`config.mk`:
```
export PLATFORM = sky130hd
export DESIGN_NAME = alu_8bit_flat
export DESIGN_NICKNAME = d
export VERILOG_FILES = /design/src/rtl/alu_pkg.sv /design/src/rtl/alu_8bit_if.sv /design/src/rtl/alu_8bit_core.sv /design/src/rtl/alu_8bit.sv /design/src/flat_wrapper.sv
export SDC_FILE = /design/constraint.sdc
export NUM_CORES = 1
export LEC_CHECK = 0
export CAP_MARGIN = 15
export CORE_MARGIN = 2
export CORE_UTILIZATION = 38
export CTS_BUF_LIST = sky130_fd_sc_hd__clkbuf_16
export DETAILED_ROUTE_END_ITERATION = 6
export PLACE_DENSITY_LB_ADDON = 0.05
export SLEW_MARGIN = 0
export SYNTH_ARGS = -nofsm -noshare
export SYNTH_HDL_FRONTEND = slang
export SYNTH_SLANG_ARGS = --single-unit
```
`constraint.sdc`:
```
create_clock -name clk -period 8.4 [get_ports clk]
set_input_delay 2.52 -clock clk [delete_from_list [all_inputs] [get_ports clk]]
set_output_delay 2.52 -clock clk [all_outputs]
set_load 0.05 [all_outputs]
```
`src/rtl/alu_pkg.sv`:
```
// rtl/alu_pkg.sv - opcode constants and widths shared by the 8-bit ALU
package alu_pkg;

    localparam int unsigned DATA_W = 8;

    typedef enum logic [2:0] {
        OP_PASS_B = 3'b000,
        OP_NOT_B  = 3'b001,
        OP_AND    = 3'b010,
        OP_OR     = 3'b011,
        OP_XOR    = 3'b100,
        OP_ADD    = 3'b101,
        OP_SUB    = 3'b110,
        OP_PASS_A = 3'b111
    } alu_op_e;

endpackage

```
`src/rtl/alu_8bit_if.sv`:
```
// rtl/alu_8bit_if.sv - operand/result bundle between the ALU and its user
interface alu_8bit_if;
    import alu_pkg::*;

    logic [2:0]        sel;
    logic [DATA_W-1:0] A;
    logic [DATA_W-1:0] B;
    logic [DATA_W-1:0] C;
    logic [DATA_W-1:0] C_q;
    logic              zero_q;
    logic              neg_q;
    logic              carry_q;

    modport master (
        output sel, A, B,
        input  C, C_q, zero_q, neg_q, carry_q
    );

    modport slave (
        input  sel, A, B,
        output C, C_q, zero_q, neg_q, carry_q
    );

endinterface

```
`src/rtl/alu_8bit_core.sv`:
```
// rtl/alu_8bit_core.sv - purely combinational ALU datapath with carry/borrow
module alu_8bit_core
    import alu_pkg::*;
(
    input  logic [2:0]        sel,
    input  logic [DATA_W-1:0] A,
    input  logic [DATA_W-1:0] B,
    output logic [DATA_W-1:0] C,
    output logic              carry
);

    // Both arithmetic ops use a 9-bit result; bit 8 is carry for ADD and
    // the borrow (A < B unsigned) for SUB, since the extended difference wraps.
    logic [DATA_W:0] sum;
    logic [DATA_W:0] diff;

    assign sum  = {1'b0, A} + {1'b0, B};
    assign diff = {1'b0, A} - {1'b0, B};

    // Result mux; carry stays 0 for every non-arithmetic op
    always_comb begin
        C     = '0;
        carry = 1'b0;
        case (alu_op_e'(sel))
            OP_PASS_B: C = B;
            OP_NOT_B:  C = ~B;
            OP_AND:    C = A & B;
            OP_OR:     C = A | B;
            OP_XOR:    C = A ^ B;
            OP_ADD: begin
                C     = sum[DATA_W-1:0];
                carry = sum[DATA_W];
            end
            OP_SUB: begin
                C     = diff[DATA_W-1:0];
                carry = diff[DATA_W];
            end
            OP_PASS_A: C = A;
            default:   C = '0;
        endcase
    end

endmodule

```
`src/rtl/alu_8bit.sv`:
```
// rtl/alu_8bit.sv - 8-bit ALU top: combinational result plus registered copy and flags
module alu_8bit
    import alu_pkg::*;
(
    input  logic        clk,
    input  logic        rst_n,
    alu_8bit_if.slave   bus
);

    logic [DATA_W-1:0] c;
    logic              carry;

    alu_8bit_core u_core (
        .sel   (bus.sel),
        .A     (bus.A),
        .B     (bus.B),
        .C     (c),
        .carry (carry)
    );

    // The combinational result goes straight out, untouched by reset
    assign bus.C = c;

    // Capture result and flags every cycle; reset forces the all-zero result state
    always_ff @(posedge clk) begin
        if (!rst_n) begin
            bus.C_q     <= '0;
            bus.zero_q  <= 1'b1;
            bus.neg_q   <= 1'b0;
            bus.carry_q <= 1'b0;
        end else begin
            bus.C_q     <= c;
            bus.zero_q  <= (c == '0);
            bus.neg_q   <= c[DATA_W-1];
            bus.carry_q <= carry;
        end
    end

endmodule

```
`src/flat_wrapper.sv`:
```
// flat-port wrapper written by rule: the top's interface ports become plain ports
module alu_8bit_flat import alu_pkg::*;
  (clk, rst_n, bus_sel, bus_A, bus_B, bus_C, bus_C_q, bus_zero_q, bus_neg_q, bus_carry_q);
  alu_8bit_if bus_i ();
  input  logic clk;
  input  logic rst_n;
  input wire logic [$bits(bus_i.sel)-1:0] bus_sel;
  input wire logic [$bits(bus_i.A)-1:0] bus_A;
  input wire logic [$bits(bus_i.B)-1:0] bus_B;
  output wire logic [$bits(bus_i.C)-1:0] bus_C;
  output wire logic [$bits(bus_i.C_q)-1:0] bus_C_q;
  output wire logic [$bits(bus_i.zero_q)-1:0] bus_zero_q;
  output wire logic [$bits(bus_i.neg_q)-1:0] bus_neg_q;
  output wire logic [$bits(bus_i.carry_q)-1:0] bus_carry_q;
  assign bus_i.sel = bus_sel;
  assign bus_i.A = bus_A;
  assign bus_i.B = bus_B;
  assign bus_C = bus_i.C;
  assign bus_C_q = bus_i.C_q;
  assign bus_zero_q = bus_i.zero_q;
  assign bus_neg_q = bus_i.neg_q;
  assign bus_carry_q = bus_i.carry_q;
  alu_8bit u_core (.clk(clk), .rst_n(rst_n), .bus(bus_i));
endmodule
```
==> results.cfg <==
[cells_and_area]
antennaDiodeCount = 0
design_area_sq_um = 2180
finalNetCount = 308
fill_cells = 444
final_util = 0.508
drive_above_1_share = 0.0692
area_growth_pct = 30.2

[timing]
setup_viol = 0
fin_setup_tns_ps = 0
fin_ws_ps = 429
rsz0062_at_grt = false
relSlewSlack = 0.660
period_needed_ps = 7970
finalCritPeriodShare = 0.949
final-hold-violation-count = 0
worst_pin_slew_ps = 510
clock.fmax_mhz = 125
drv_slew = 0

[clock_network]
cts.sinks = 10
path_clk_slew_ps = 40
cts_tree = done
cts_hold_buf = 0
cts_setup_buffers = 0
clk_path_buf_depth = 2
cts_root_buf = clkbuf_16
numCtsBuffers = 3
cts_max_level = 1
cts-resized-gates = 0

[worst_setup_path]
worstPathArrival_ps = 5450
setup.worst_path.start = bus_B[0]
endpoint = bus_C[4]
cp_slowest_stage_delay_ps = 880
worst_setup_path_end_kind = output pin
worstSetupPathType = in -> out
path_depth = 9
crit_required_ps = 5880
crit_family = buffers and inverters
crit_top_cell = clkdlybuf4s50_1
worst-path-buf-inv = 2
crit_chain = clkdlybuf4s50_1 -> ha_1 -> fa_1 -> a211oi_1 -> nor2_1 -> xnor2_1 -> a21oi_1 -> o21ai_0 -> clkdlybuf4s50_1
startpoint_type = input port
crit_path_top_delay_cell = clkdlybuf4s50_1
crit_path_max_fanout = 5

[die]
die_w_um = 70.4
dieHeight_um = 70.4
ioPinCount = 40
initial_utilization = 0.390
fp.coreArea_sq_um = 4290
dieArea_sq_um = 4960
row_count = 24

[power_and_ir_drop]
ir_drop_mv = 0.0573
total_power_uw = 293
power.density_nw_per_um2 = 134
leakagePower_nw = 0.983

[yosys]
synth-edff-count = 0
async_reset_ff_frac = 0
synth-seq-cells = 10
ys.flop_type = dfxtp_1
syn_avg_cell_area_sq_um = 7.48
synthesis.area_sq_um = 1680
synth_nets = 271
yosysWarnings = 0
synthCells = 224
synth.distinct_cells = 51
yosysTopAreaCell = ha_1
ys_seq_area_frac = 0.119
synth_most_common_cell = ha_1
synth_top_cells_by_count = ha_1, inv_1, nor2_1
synthTopCellsByArea = ha_1, dfxtp_1, inv_1
synth.top_cell.area_share = 0.179

[placement]
post-place-ws_ps = 408
port_buffers = 39
dpl_cell_area_sq_um = 2100
detailed_place_hpwl_um = 3690
place_congestion = 0.893

[hold_path]
min_path_type = in -> reg
worstHoldStart = rst_n

[route]
dr.pass1.iters = 4
wl_per_cell_um = 15.0
drtIter0Drc = 127
wl_um = 4690
viasPerCell = 5.74
drc = 0
num_vias = 1790
final_antenna_net_count = 0

[grt]
grt_start_max_net_pins = 31
antenna_found_initial = 0
grt_pass1_vias = 1670
track_usage = 0.199
grt_pass1_wl_um = 8120
grt_overflow = 0

[outcome]
status = complete, no violations

[run]
max-cap-violations = 0
stage by stage:
stage / instances / hold WS [ps]
final: 312 / 3010
after global routing: 312 / 3070
after CTS: 312 / 3020
after detailed placement: 308 / 3250
after global placement: 308 / 3250
after floorplan: 224 / 2580
worst min-delay path by stage:
| stage | end | slack [ps] | cells after the start |
|---|---|---|---|
| 4_1_cts | u_core.bus.zero_q | 3020 | 2 |
| 2_1_floorplan | u_core.bus.zero_q | 2580 | 1 |
| 6_report | u_core.bus.zero_q | 3010 | 2 |
| 3_3_place_gp | u_core.bus.zero_q | 3250 | 2 |
| 5_1_grt | u_core.bus.zero_q | 3070 | 2 |
| 3_5_place_dp | u_core.bus.zero_q | 3250 | 2 |
metal layers:
metal  track usage  vias up  share of wire
met2         0.319       58           0.46
met1         0.282      846           0.48
met5             0        -              0
met3        0.0245        8          0.041
met4        0.0449        0          0.014
li1              -      878              -
cells by family after synthesis:
| logic type | synth area share |
|---|---|
| mux | 0.0553 |
| compound gates | 0.294 |
| buf+inv | 0.0986 |
| simple gates | 0.198 |
| fa+ha+maj | 0.203 |
| flops | 0.119 |
| xor+xnor | 0.0314 |
flip-flops by register name, indices dropped and copies added, names as in the netlist:
signal and flops:
u_core.bus.C_q 7, u_core.bus.carry_q 1, u_core.bus.neg_q 1, u_core.bus.zero_q 1
cell type report:
cell class / instances / area [sq um] / share of cell area
Clock inverter: 1 / 3.75 / 0.00172
Timing Repair Buffer: 44 / 433 / 0.199
Sequential cell: 10 / 200 / 0.0918
Clock buffer: 3 / 75.1 / 0.0344
Inverter: 25 / 93.8 / 0.0430
Tap cell: 52 / 65.1 / 0.0298
Multi-Input combinational cell: 177 / 1310 / 0.601
cell usage in the layout, fill, tap and decap left out, types with 3 or more instances in the layout:
| master | n |
|---|---|
| and2_1 | 8 |
| nor3_1 | 9 |
| a31oi_1 | 3 |
| a211oi_1 | 3 |
| o21a_1 | 4 |
| inv_1 | 23 |
| a21oi_1 | 15 |
| nor2_1 | 19 |
| mux2i_1 | 7 |
| ha_1 | 24 |
| dfxtp_1 | 10 |
| a221oi_1 | 3 |
| clkbuf_16 | 3 |
| o21ai_0 | 16 |
| xnor2_1 | 3 |
| xor2_1 | 3 |
| clkdlybuf4s50_1 | 36 |
| nand3_1 | 3 |
| nand2_1 | 10 |
| buf_4 | 7 |
| o22ai_1 | 4 |
where the power goes:
part / leakage, nW / internal (mW) / switching, mW
clock network: 0.0385 / 0.0623 / 0.0208
logic: 0.862 / 0.0605 / 0.0962
registers: 0.0832 / 0.0521 / 0.00116
Power figures use the tool's default switching activity.
